[config.mk]
export PLATFORM = sky130hd
export DESIGN_NAME = mem_access_ctrl
export DESIGN_NICKNAME = d
export VERILOG_FILES = /design/src/rtl/mem_access_ctrl_pkg.sv /design/src/rtl/mem_line_buffer.sv /design/src/rtl/mem_access_ctrl.sv
export SDC_FILE = /design/constraint.sdc
export NUM_CORES = 1
export LEC_CHECK = 0
export CORE_MARGIN = 5
export CORE_UTILIZATION = 52
export DETAILED_ROUTE_END_ITERATION = 6
export MAX_ROUTING_LAYER = met4
export PLACE_DENSITY = 0.91
export SLEW_MARGIN = 15
export SYNTH_ARGS = -nofsm -noshare
export SYNTH_HDL_FRONTEND = slang
export SYNTH_SLANG_ARGS = --single-unit
[constraint.sdc]
create_clock -name clock -period 7.39 [get_ports clock]
set_input_delay 0.739 -clock clock [delete_from_list [all_inputs] [get_ports clock]]
set_output_delay 0.739 -clock clock [all_outputs]
set_load 0.005 [all_outputs]
[src/rtl/mem_access_ctrl_pkg.sv]
// Shared definitions for the data-memory access controller: FSM encoding,
// datapath width and the default bus timeout.
package mem_access_ctrl_pkg;

    localparam int WORD_W          = 32;
    localparam int TAG_W           = WORD_W - 2;
    localparam int DEFAULT_TIMEOUT = 16;

    typedef enum logic [1:0] {
        IDLE = 2'd0,
        REQ  = 2'd1,
        DONE = 2'd2
    } state_t;

endpackage

[src/rtl/mem_line_buffer.sv]
// One-entry read buffer: word tag compare, fill on load completion and
// write-through update on a store hit (stores never allocate).
module mem_line_buffer
    import mem_access_ctrl_pkg::*;
(
    input  logic              clock,
    input  logic              reset,
    input  logic [TAG_W-1:0]  lookup_tag,
    output logic              hit,
    output logic [WORD_W-1:0] hit_data,
    input  logic              fill_en,
    input  logic [TAG_W-1:0]  fill_tag,
    input  logic [WORD_W-1:0] fill_data,
    input  logic              wr_en,
    input  logic [TAG_W-1:0]  wr_tag,
    input  logic [WORD_W-1:0] wr_data
);

    logic              valid;
    logic [TAG_W-1:0]  tag;
    logic [WORD_W-1:0] data;

    always_ff @(posedge clock) begin
        // NOTE: non-blocking assignments keep every flop update order-independent.
        if (reset) begin
            valid <= 1'b0;
        end else if (fill_en) begin
            valid <= 1'b1;
        end
    end

    // NOTE: tag/data are storage qualified by valid, so they carry no reset.
    always_ff @(posedge clock) begin
        if (fill_en) begin
            tag  <= fill_tag;
            data <= fill_data;
        end else if (wr_en && valid && (wr_tag == tag)) begin
            data <= wr_data;
        end
    end

    assign hit      = valid && (tag == lookup_tag);
    assign hit_data = data;

endmodule

[src/rtl/mem_access_ctrl.sv]
// Data-memory access controller: serves load hits from a one-entry buffer,
// otherwise runs one bus transaction with timeout, stalling the pipeline.
module mem_access_ctrl
    import mem_access_ctrl_pkg::*;
#(
    parameter int TIMEOUT = DEFAULT_TIMEOUT
) (
    input  logic              clock,
    input  logic              reset,
    input  logic              mem_read,
    input  logic              mem_write,
    input  logic [WORD_W-1:0] addr,
    input  logic [WORD_W-1:0] wdata,
    output logic [WORD_W-1:0] rdata,
    output logic              stall,
    output logic              err,
    output logic              bus_req,
    output logic              bus_we,
    output logic [WORD_W-1:0] bus_addr,
    output logic [WORD_W-1:0] bus_wdata,
    input  logic              bus_ack,
    input  logic [WORD_W-1:0] bus_rdata
);

    localparam int CNT_W = $clog2(TIMEOUT + 1);

    state_t            state;
    logic [CNT_W-1:0]  wait_cnt;
    logic [WORD_W-1:0] rdata_q;
    logic              done_err_q;
    logic              bus_req_q;
    logic              bus_we_q;
    logic [WORD_W-1:0] bus_addr_q;
    logic [WORD_W-1:0] bus_wdata_q;

    logic              buf_hit;
    logic [WORD_W-1:0] buf_data;
    logic              misaligned;
    logic              read_only;
    logic              start;
    logic              ack_in_req;

    mem_line_buffer u_line_buffer (
        .clock      (clock),
        .reset      (reset),
        .lookup_tag (addr[WORD_W-1:2]),
        .hit        (buf_hit),
        .hit_data   (buf_data),
        .fill_en    (ack_in_req && !bus_we_q),
        .fill_tag   (bus_addr_q[WORD_W-1:2]),
        .fill_data  (bus_rdata),
        .wr_en      (ack_in_req && bus_we_q),
        .wr_tag     (bus_addr_q[WORD_W-1:2]),
        .wr_data    (bus_wdata_q)
    );

    always_comb begin
        // NOTE: every always_comb output gets a default first so no latch is inferred.
        rdata      = '0;
        misaligned = (mem_read || mem_write) && (addr[1:0] != 2'b00);
        read_only  = mem_read && !mem_write;
        ack_in_req = (state == REQ) && bus_ack;
        start      = (state == IDLE) && !misaligned
                     && (mem_write || (read_only && !buf_hit));
        stall      = start || (state == REQ);
        err        = ((state == IDLE) && misaligned) || ((state == DONE) && done_err_q);
        if (state == DONE) begin
            rdata = rdata_q;
        end else if ((state == IDLE) && read_only && buf_hit && !misaligned) begin
            rdata = buf_data;
        end
    end

    always_ff @(posedge clock) begin
        if (reset) begin
            state       <= IDLE;
            wait_cnt    <= '0;
            rdata_q     <= '0;
            done_err_q  <= 1'b0;
            bus_req_q   <= 1'b0;
            bus_we_q    <= 1'b0;
            bus_addr_q  <= '0;
            bus_wdata_q <= '0;
        end else begin
            case (state)
                IDLE: begin
                    if (start) begin
                        state       <= REQ;
                        wait_cnt    <= '0;
                        bus_req_q   <= 1'b1;
                        bus_we_q    <= mem_write;
                        bus_addr_q  <= {addr[WORD_W-1:2], 2'b00};
                        bus_wdata_q <= wdata;
                        // A simultaneous read+write proceeds as a write but is flagged.
                        done_err_q  <= mem_read && mem_write;
                    end
                end
                REQ: begin
                    if (bus_ack) begin
                        state     <= DONE;
                        bus_req_q <= 1'b0;
                        rdata_q   <= bus_we_q ? '0 : bus_rdata;
                    end else if (wait_cnt == CNT_W'(TIMEOUT - 1)) begin
                        state      <= DONE;
                        bus_req_q  <= 1'b0;
                        rdata_q    <= '0;
                        done_err_q <= 1'b1;
                    end else begin
                        wait_cnt <= wait_cnt + 1'b1;
                    end
                end
                DONE: begin
                    state      <= IDLE;
                    rdata_q    <= '0;
                    done_err_q <= 1'b0;
                end
                default: state <= IDLE;
            endcase
        end
    end

    assign bus_req   = bus_req_q;
    assign bus_we    = bus_we_q;
    assign bus_addr  = bus_addr_q;
    assign bus_wdata = bus_wdata_q;

endmodule

==> qor.json, run 1 <==
{
  "grt_setup_unrepaired": {"value": "no"},
  "yosys.cell_types.count": {"value": 47},
  "pre_repair_dr_iteration_count": {"value": 5},
  "timing.critical_path.cells": {"value": "clkdlybuf4s50_1 -> xor2_1 -> nor4_1 -> nand4_1 -> or2_2 -> nor2_2 -> buf_4 -> a22o_1 -> clkdlybuf4s50_1"},
  "synth_top_flop_cell": {"value": "dfxtp_1"},
  "crit_path_time_final": {"value": 4.57, "unit": "ns"},
  "muxShareOfSynthArea": {"value": 8.51, "unit": "%"},
  "final_number_of_max_transition_violations": {"value": 0},
  "clock_sinks": {"value": 167},
  "most-common-layout-cells": {"value": "clkdlybuf4s50_1, nand2_1, dfxtp_1, nor2_1, mux2i_1"},
  "std_cell_rows": {"value": 43},
  "dp_hpwl": {"value": 13.9, "unit": "mm"},
  "globalplace.congestion": {"value": 0.863},
  "drv.max_cap_violation_count": {"value": 0},
  "power_per_cell_area": {"value": 215, "unit": "nW/µm²"},
  "leakage": {"value": 3.65, "unit": "nW"},
  "global_route_wire_length_before_repair": {"value": 31.7, "unit": "mm"},
  "synth_top_family_by_area": {"value": "simple AND/OR/NAND/NOR gates"},
  "criticalPathCategory": {"value": "primary input to output port"},
  "setup_viol_count_final": {"value": 0},
  "critical_path_most_common_cell": {"value": "clkdlybuf4s50_1"},
  "max_slew_margin": {"value": 25.4, "unit": "%"},
  "route.vias.total": {"value": 6169},
  "final_common_cell": {"value": "clkdlybuf4s50_1"},
  "synth-edff-count": {"value": 62},
  "synth.largest_area_cell": {"value": "dfxtp_1"},
  "ys_seq_area_share": {"value": 53.5, "unit": "%"},
  "grt_max_degree": {"value": 57},
  "floorplan.io_pins": {"value": 201},
  "synth_area_per_cell": {"value": 10.1, "unit": "µm²"},
  "max_buffers_root_to_sink": {"value": 2},
  "wl_per_cell": {"value": 18.8, "unit": "µm"},
  "htreeDepth": {"value": 4},
  "starting_density_of_the_core": {"value": 53.2, "unit": "%"},
  "tritoncts.num_buffers": {"value": 17},
  "num_antenna_cells": {"value": 0},
  "hold_class": {"value": "flop to flop"},
  "clock.fmax": {"value": 0.219, "unit": "GHz"},
  "final_stage_net_count": {"value": 1018},
  "detailedPlace.worstSlack": {"value": 2.93, "unit": "ns"},
  "ys_top_cells_by_area": {"value": "dfxtp_1, edfxtp_1, mux2i_1, nand2_1, xor2_1"},
  "vias_per_cell": {"value": 5.59},
  "drive_gt1_share": {"value": 5.63, "unit": "%"},
  "grt_remaining_overflow": {"value": 0},
  "post_synth_fa_ha_maj_area_fraction": {"value": 1.01, "unit": "%"},
  "setup_fix_bufs_post_cts": {"value": 0},
  "drt-initial-drc-count": {"value": 512},
  "hold-worst-slack": {"value": 0.467, "unit": "ns"},
  "cts_tree": {"value": "done"},
  "synth_cells": {"value": 734},
  "synth_compound_gate_area_share": {"value": 8.36, "unit": "%"},
  "buffer_ports.inserted": {"value": 198},
  "cts.hold.buffers_added": {"value": 0},
  "area.growth.synth_to_final": {"value": 34.4, "unit": "%"},
  "crit_fanout": {"value": 32},
  "cts_root_buf": {"value": "clkbuf_16"},
  "antenna_found_initial": {"value": 0},
  "ir_drop": {"value": 0.000184, "unit": "V"},
  "grt_pass1_vias": {"value": 5942},
  "ys_warn_count": {"value": 0},
  "post_cts_resize_count": {"value": 0},
  "final_hold_viol_count": {"value": 0},
  "die_boundary_height": {"value": 129, "unit": "µm"},
  "clk-insertion-delay-late": {"value": 0.44, "unit": "ns"},
  "cp.arrival": {"value": 3.83, "unit": "ns"},
  "ys_seq_elements": {"value": 167},
  "crit_path_top_delay_cell": {"value": "clkdlybuf4s50_1"},
  "detail-route-antenna-nets": {"value": 0},
  "netlist_area": {"value": 7410, "unit": "µm²"},
  "global_route.usage.total": {"value": 25.4, "unit": "%"},
  "max_slew.worst_pin.slew": {"value": 1.11, "unit": "ns"},
  "synth_top_area_share": {"value": 28.4, "unit": "%"},
  "synthXorXnorAreaFrac": {"value": 7.21, "unit": "%"},
  "endpoint_kind": {"value": "output port"},
  "fin_crit_sh": {"value": 61.9, "unit": "%"},
  "die-area": {"value": 16700, "unit": "µm²"},
  "timing.clock.skew": {"value": 0.0125, "unit": "ns"},
  "setup_tns": {"value": 0, "unit": "ns"},
  "run_status": {"value": "finished clean"},
  "cts.clk_slew.worst_paths": {"value": 0.06, "unit": "ns"},
  "worst_path_dominant_cell_family": {"value": "buffers and inverters"},
  "setup_ws": {"value": 2.82, "unit": "ns"},
  "detail_route.wirelength": {"value": 20.8, "unit": "mm"},
  "coreArea": {"value": 13900, "unit": "µm²"},
  "launching_element_type_of_the_critical_path": {"value": "primary input"},
  "required": {"value": 6.65, "unit": "ns"},
  "critical_path_max_stage_delay": {"value": 0.53, "unit": "ns"},
  "synthSimpleGateAreaFrac": {"value": 16.8, "unit": "%"},
  "die_width": {"value": 129, "unit": "µm"},
  "synth_async_sr_flop_share": {"value": 0, "unit": "%"},
  "worst-path-buf-inv": {"value": 3},
  "drc": {"value": 0}
}
kinds of logic after synthesis:
| group | count (synthesis) |
|---|---|
| adders and majority gates | 6 |
| xor gates and xnor gates | 61 |
| muxes | 63 |
| and+or+nand+nor | 286 |
| buffers and inverters | 58 |
| other | 1 |
| AOI/OAI and AO/OA | 92 |
| DFF | 167 |
cell type report:
cell class / count / area, µm²
Sequential cell: 167 / 3960
Tap cell: 180 / 225
Inverter: 9 / 33.8
Clock inverter: 13 / 121
Fill cell: 984 / 3970
Clock buffer: 19 / 443
Timing Repair Buffer: 206 / 2040
Multi-Input combinational cell: 510 / 3140
worst register-to-register path, delay by kind of cell, from the launching register on:
| family | cells | cell delay [ns] |
|---|---|---|
| AOI/OAI and AO/OA | 2 | 0.56 |
| muxes | 1 | 0.35 |
| DFF | 1 | 0.34 |
| adders and majority gates | 1 | 0.35 |
| and+or+nand+nor | 2 | 0.47 |
| buffers and inverters | 3 | 0.92 |
cell usage after synthesis, types with 7 or more instances:
| cell | number |
|---|---|
| dfxtp_1 | 105 |
| edfxtp_1 | 62 |
| xor2_1 | 52 |
| a21oi_1 | 39 |
| nor2_1 | 69 |
| inv_1 | 8 |
| clkbuf_1 | 26 |
| buf_2 | 8 |
| nand3_1 | 35 |
| a22o_1 | 32 |
| nor4_1 | 9 |
| nand2_1 | 140 |
| mux2i_1 | 63 |
| o21ai_0 | 9 |
| xnor2_1 | 9 |
| buf_4 | 7 |
worst paths after layout:
path	from	end	slack (ns)	cells past startpoint
worst max-delay path	addr[26]	rdata[24]	2.82	9
worst min-delay path	wait_cnt[3]	wait_cnt[3]	0.47	1
worst max register to register	state[0]	bus_addr[13]	4.25	9
worst min register to register	wait_cnt[3]	wait_cnt[3]	0.47	1
layer usage:
metal	routed length (µm)	vias up	GRT usage (%)
met2	10400	273	41.3
met4	545	0	9.88
li1	-	2890	-
met3	1590	48	6.35
met1	8220	2958	30.6
met5	0	-	-
through the flow:
stage / instances / utilization (%) / total power (W) / instance area (µm²)
2_1_floorplan: 735 / - / 0.00117 / 7420
3_3_place_gp: 1072 / 67.5 / 0.00130 / 9400
3_5_place_dp: 1072 / 67.5 / 0.00131 / 9400
4_1_cts: 1104 / 71.5 / 0.00215 / 9960
5_1_grt: 1104 / 71.5 / 0.00222 / 9960
6_report: 1104 / 71.5 / 0.00214 / 9960
flip-flops by register name, indices dropped and copies added (netlist names):
name	count
bus_wdata	32
rdata_q	32
u_line_buffer.hit_data	32
bus_addr	30
u_line_buffer.tag	30
wait_cnt	5
state	2
bus_req	1
bus_we	1
done_err_q	1
u_line_buffer.valid	1
power by group:
group | leakage (nW) | internal [W] | switching, W | total (W)
Combinational | 1.96 | 0.000134 | 0.000132 | 0.000266
Sequential | 1.43 | 0.000994 | 0.0000306 | 0.00102
Clock | 0.263 | 0.000475 | 0.000378 | 0.000853
Total | 3.65 | 0.00160 | 0.000541 | 0.00214
No activity file was read; power rests on OpenSTA's default activity.
==> run 2, diff against run 1 <==
CORE_UTILIZATION = 49   (was 52)
PLACE_DENSITY = 0.87   (was 0.91)
clock period = 4.32 ns   (was 7.39 ns; I/O delays follow)
==> run 2 against run 1 <==
  * Global-route usage down 2.2 points
  * Power up 77%
  * Setup slack worse by 2.3 ns
  * Via count down 2.8%
  * Clock power up 85%
  * Utilization down 4.7 points
  * Sequential share of layout area down 0.32 points
  * Combinational power up 71%
  * Die area up 5.6%
  * Critical path type unchanged
==> qor.json, run 2 (synthesis gave the netlist of run 1 again) <==
{
  "multi_input_logic_area": {"value": 3140, "unit": "µm²"},
  "worst_path_dominant_cell_family": {"value": "simple AND/OR/NAND/NOR gates"},
  "post_cts_resize_count": {"value": 0},
  "cts.hold.buffers_added": {"value": 0},
  "std_cell_rows": {"value": 45},
  "detail-route-antenna-nets": {"value": 0},
  "global_route.usage.total": {"value": 23.3, "unit": "%"},
  "total_power": {"value": 0.00378, "unit": "W"},
  "floorplan.io_pins": {"value": 201},
  "worst-path-buf-inv": {"value": 3},
  "final_hold_viol_count": {"value": 0},
  "grt_remaining_overflow": {"value": 0},
  "max_buffers_root_to_sink": {"value": 2},
  "pre_repair_dr_iteration_count": {"value": 6},
  "crit_path_time_final": {"value": 3.84, "unit": "ns"},
  "cts.clk_slew.worst_paths": {"value": 0.06, "unit": "ns"},
  "clock.fmax": {"value": 0.260, "unit": "GHz"},
  "clk-insertion-delay-late": {"value": 0.43, "unit": "ns"},
  "max_slew_margin": {"value": 21.4, "unit": "%"},
  "use_met1": {"value": 28.3, "unit": "%"},
  "fin_crit_sh": {"value": 88.9, "unit": "%"},
  "max_slew.worst_pin.slew": {"value": 1.18, "unit": "ns"},
  "setup_fix_bufs_post_cts": {"value": 0},
  "clock_sinks": {"value": 167},
  "setup_viol_count_final": {"value": 0},
  "hold_class": {"value": "flop to flop"},
  "num_antenna_cells": {"value": 0},
  "met2_usage": {"value": 37.7, "unit": "%"},
  "most-common-layout-cells": {"value": "clkdlybuf4s50_1, nand2_1, dfxtp_1, nor2_1, mux2i_1"},
  "vias_per_cell": {"value": 5.39},
  "crit_path_top_delay_cell": {"value": "clkdlybuf4s50_1"},
  "final_stage_net_count": {"value": 1019},
  "launching_element_type_of_the_critical_path": {"value": "primary input"},
  "timing.critical_path.cells": {"value": "clkdlybuf4s50_1 -> xor2_1 -> nor4_1 -> nand4_1 -> or2_2 -> nor2_2 -> buf_12 -> a22o_1 -> clkdlybuf4s50_1"},
  "global_route_wire_length_before_repair": {"value": 31.8, "unit": "mm"},
  "power_per_cell_area": {"value": 377, "unit": "nW/µm²"},
  "cp.arrival": {"value": 3.41, "unit": "ns"},
  "required": {"value": 3.89, "unit": "ns"},
  "leakage": {"value": 3.70, "unit": "nW"},
  "layout.filler_cells": {"value": 1123},
  "dp_hpwl": {"value": 13.9, "unit": "mm"},
  "timing.clock.skew": {"value": 0.0161, "unit": "ns"},
  "worst_r2r_path_depth": {"value": 9},
  "seqCellArea": {"value": 3960, "unit": "µm²"},
  "route.vias.total": {"value": 5999},
  "drv.max_cap_violation_count": {"value": 0},
  "ir_drop": {"value": 0.000262, "unit": "V"},
  "rrSetupSlack": {"value": 1.14, "unit": "ns"},
  "detail_route.wirelength": {"value": 20.4, "unit": "mm"},
  "worst-path-stages": {"value": 9},
  "htreeDepth": {"value": 4},
  "crit_fanout": {"value": 32},
  "criticalPathCategory": {"value": "primary input to output port"},
  "worstHoldPathCells": {"value": 1},
  "die-area": {"value": 17700, "unit": "µm²"},
  "buffer_ports.inserted": {"value": 198},
  "critical_path_max_stage_delay": {"value": 0.53, "unit": "ns"},
  "die_width": {"value": 133, "unit": "µm"},
  "drc": {"value": 0},
  "groute.layer.met3.usage": {"value": 5.48, "unit": "%"},
  "area.growth.synth_to_final": {"value": 35.5, "unit": "%"},
  "grt_pass1_vias": {"value": 6040},
  "drt-initial-drc-count": {"value": 497},
  "grt_setup_unrepaired": {"value": "no"},
  "die_boundary_height": {"value": 133, "unit": "µm"},
  "antenna_found_initial": {"value": 0},
  "cts_root_buf": {"value": "clkbuf_16"},
  "final_number_of_max_transition_violations": {"value": 0},
  "final_common_cell": {"value": "clkdlybuf4s50_1"},
  "wl_per_cell": {"value": 18.3, "unit": "µm"},
  "critical_path_most_common_cell": {"value": "clkdlybuf4s50_1"},
  "run_status": {"value": "finished clean"},
  "setup_tns": {"value": 0, "unit": "ns"},
  "cts_tree": {"value": "done"},
  "globalplace.congestion": {"value": 0.869},
  "endpoint_kind": {"value": "output port"},
  "coreArea": {"value": 15000, "unit": "µm²"},
  "tritoncts.num_buffers": {"value": 17},
  "drive_gt1_share": {"value": 5.51, "unit": "%"},
  "gr-max-usage-layer": {"value": "met2"},
  "grt_max_degree": {"value": 109},
  "starting_density_of_the_core": {"value": 49.3, "unit": "%"}
}
==> run 2: path summary, 6_finish.rpt <==
check	start	endpoint
hold / removal	wait_cnt[3]	wait_cnt[3]
setup reg to reg	state[0]	bus_addr[13]
setup / recovery	addr[26]	rdata[19]
hold reg to reg	wait_cnt[3]	wait_cnt[3]
==> run 2: power breakdown <==
part / leakage (nW) / internal, W / total, W / switching [W]
registers: 1.43 / 0.00170 / 0.00175 / 0.0000516
logic: 1.97 / 0.000231 / 0.000455 / 0.000224
clock network: 0.304 / 0.000963 / 0.00158 / 0.000615
==> run 2: per-layer routing <==
layer	wire [µm]	share of wire [%]
met3	1240	6.1
met5	0	0
met1	8540	42
met4	550	2.7
met2	10000	49
==> run 2: area by class of cell <==
cell class	count	share of cell area, %
inverters	9	0.336
repair buffers	207	20.5
multi-input cells	510	31.2
clock inverters	10	1.39
clock buffers	22	4.73
flip-flops and latches	167	39.5
well taps	188	2.34
==> run 2: through the flow <==
step | worst slack [ns] | instance area, µm² | instances | hold slack (ns) | utilization [%]
after floorplan | 0.443 | 7420 | 735 | 0.424 | -
after global placement | 0.618 | 9430 | 1081 | 0.443 | 62.7
after detailed placement | 0.557 | 9430 | 1081 | 0.446 | 62.7
after CTS | 0.550 | 10000 | 1113 | 0.459 | 66.8
after global routing | 0.323 | 10000 | 1113 | 0.477 | 66.8
final | 0.480 | 10000 | 1113 | 0.460 | 66.8
==> run 3, diff against run 2 <==
==> constraint.sdc (replaced) <==
create_clock -name clock -period 4.32 [get_ports clock]
set_input_delay 0.432 -clock clock [delete_from_list [all_inputs] [get_ports clock]]
set_output_delay 0.432 -clock clock [all_outputs]
set_load 0.1 [all_outputs]
==> run 3 against run 2 <==
  * Critical path type unchanged
  * Final cell count stayed put
  * Die area stayed put
  * First-iteration DRC count is 8.5% higher
  * Critical endpoint is now rdata[12]
  * Flip-flop and latch count stayed put
  * Critical path depth stayed put
==> qor.json, run 3 (synthesis gave the netlist of run 1 again) <==
{
  "endpoint_kind": {"value": "output port"},
  "vias_per_cell": {"value": 5.47},
  "criticalPathCategory": {"value": "primary input to output port"},
  "die_width": {"value": 133, "unit": "µm"},
  "clock.fmax": {"value": 0.275, "unit": "GHz"},
  "grt_max_degree": {"value": 73},
  "grt_remaining_overflow": {"value": 0},
  "setup_tns": {"value": 0, "unit": "ns"},
  "globalplace.congestion": {"value": 0.861},
  "hold_class": {"value": "flop to flop"},
  "detailed_place.area": {"value": 9750, "unit": "µm²"},
  "finalNonFillerCells": {"value": 1113},
  "route.vias.total": {"value": 6091},
  "final_common_cell": {"value": "clkdlybuf4s50_1"},
  "die-area": {"value": 17700, "unit": "µm²"},
  "required": {"value": 3.89, "unit": "ns"},
  "buffer_ports.inserted": {"value": 198},
  "cts_tree": {"value": "done"},
  "grt_pass1_vias": {"value": 5949},
  "timing.clock.skew": {"value": 0.0130, "unit": "ns"},
  "drive_gt1_share": {"value": 9.30, "unit": "%"},
  "finalInstanceArea": {"value": 10300, "unit": "µm²"},
  "drc": {"value": 0},
  "starting_density_of_the_core": {"value": 49.3, "unit": "%"},
  "launching_element_type_of_the_critical_path": {"value": "primary input"},
  "num_antenna_cells": {"value": 0},
  "place.detailed.instances": {"value": 1081},
  "hold-worst-slack": {"value": 0.459, "unit": "ns"},
  "final_hold_viol_count": {"value": 0},
  "pre_repair_dr_iteration_count": {"value": 5},
  "rrSetupSlack": {"value": 1.13, "unit": "ns"},
  "clk-insertion-delay-late": {"value": 0.42, "unit": "ns"},
  "setup_viol_count_final": {"value": 0},
  "drt-initial-drc-count": {"value": 539},
  "antenna_found_initial": {"value": 0},
  "ir_drop": {"value": 0.000285, "unit": "V"},
  "floorplan.io_pins": {"value": 201},
  "worstReg2RegEnd": {"value": "bus_addr[11]"},
  "area.growth.synth_to_final": {"value": 39.6, "unit": "%"},
  "timing.rr.start": {"value": "state[0]"},
  "layout.filler_cells": {"value": 1094},
  "final_number_of_max_transition_violations": {"value": 0},
  "cts.clk_slew.worst_paths": {"value": 0.06, "unit": "ns"},
  "power_per_cell_area": {"value": 388, "unit": "nW/µm²"},
  "max_buffers_root_to_sink": {"value": 2},
  "crit_path_time_final": {"value": 3.63, "unit": "ns"},
  "crit_end": {"value": "rdata[12]"},
  "max_slew_margin": {"value": 23.8, "unit": "%"},
  "cts.hold.buffers_added": {"value": 0},
  "most-common-layout-cells": {"value": "clkdlybuf4s50_1, nand2_1, dfxtp_1, nor2_1, mux2i_1"},
  "fin_crit_sh": {"value": 84.0, "unit": "%"},
  "wl_per_cell": {"value": 18.8, "unit": "µm"},
  "crit_fanout": {"value": 32},
  "htreeDepth": {"value": 4},
  "grt_setup_unrepaired": {"value": "no"},
  "clock_sinks": {"value": 167},
  "final_stage_net_count": {"value": 1019},
  "crit_path_start": {"value": "addr[12]"},
  "post_cts_resize_count": {"value": 0},
  "detail-route-antenna-nets": {"value": 0},
  "max_slew.worst_pin.slew": {"value": 1.14, "unit": "ns"},
  "tritoncts.num_buffers": {"value": 17},
  "worst_r2r_path_depth": {"value": 9},
  "global_route.usage.total": {"value": 23.7, "unit": "%"},
  "run_status": {"value": "finished clean"},
  "cp.arrival": {"value": 3.20, "unit": "ns"},
  "dp_hpwl": {"value": 14.2, "unit": "mm"},
  "setup_fix_bufs_post_cts": {"value": 0},
  "cts_root_buf": {"value": "clkbuf_16"},
  "global_route_wire_length_before_repair": {"value": 32.3, "unit": "mm"},
  "detail_route.wirelength": {"value": 20.9, "unit": "mm"},
  "coreArea": {"value": 15000, "unit": "µm²"},
  "die_boundary_height": {"value": 133, "unit": "µm"},
  "leakage": {"value": 3.84, "unit": "nW"},
  "drv.max_cap_violation_count": {"value": 0},
  "std_cell_rows": {"value": 45}
}
[run 3: how the worst min path moves through the flow]
stage	start	endpoint	cells after the start
6_report	rdata_q[29]	rdata_q[29]	2
5_1_grt	rdata_q[7]	rdata_q[7]	2
4_1_cts	rdata_q[21]	rdata_q[21]	2
3_5_place_dp	rdata_q[11]	rdata_q[11]	2
3_3_place_gp	wait_cnt[3]	wait_cnt[3]	1
2_1_floorplan	wait_cnt[3]	wait_cnt[3]	1
[run 3: layout make-up]
type | instances | area [µm²] | area share, %
flip-flops and latches | 167 | 3960 | 38.3
multi-input cells | 510 | 3140 | 30.3
inverters | 9 | 33.8 | 0.326
well taps | 188 | 235 | 2.27
repair buffers | 207 | 2370 | 22.9
clock inverters | 13 | 171 | 1.66
clock buffers | 19 | 433 | 4.18
[run 3: stage by stage]
stage                     utilization (%)  setup slack (ns)  power (W)
after floorplan                         -            0.0365    0.00226
after global placement               64.8             0.783    0.00247
after detailed placement             64.8             0.741    0.00249
after CTS                            68.8             0.685    0.00403
after global routing                 68.8             0.509    0.00414
final                                68.8             0.689    0.00402
[run 3: worst max-delay path, stage by stage]
cell,delay [ns]
clkdlybuf4s50_1,0.44
xor2_1,0.17
nor4_1,0.53
nand4_1,0.33
or2_2,0.38
nor2_2,0.08
buf_4,0.35
a22o_1,0.27
buf_12,0.19
[run 3: report_power, final]
part | internal, W | switching [W] | leakage (nW)
Combinational | 0.000230 | 0.000476 | 2.13
Sequential | 0.00170 | 0.0000519 | 1.43
Clock | 0.000919 | 0.000642 | 0.289
Total | 0.00285 | 0.00117 | 3.84
[run 3: metal layers]
layer / routed length (µm) / global-route usage [%]
met3: 1470 / 4.68
met2: 10300 / 38.2
met1: 8590 / 29.4
met5: 0 / -
met4: 571 / 9.58
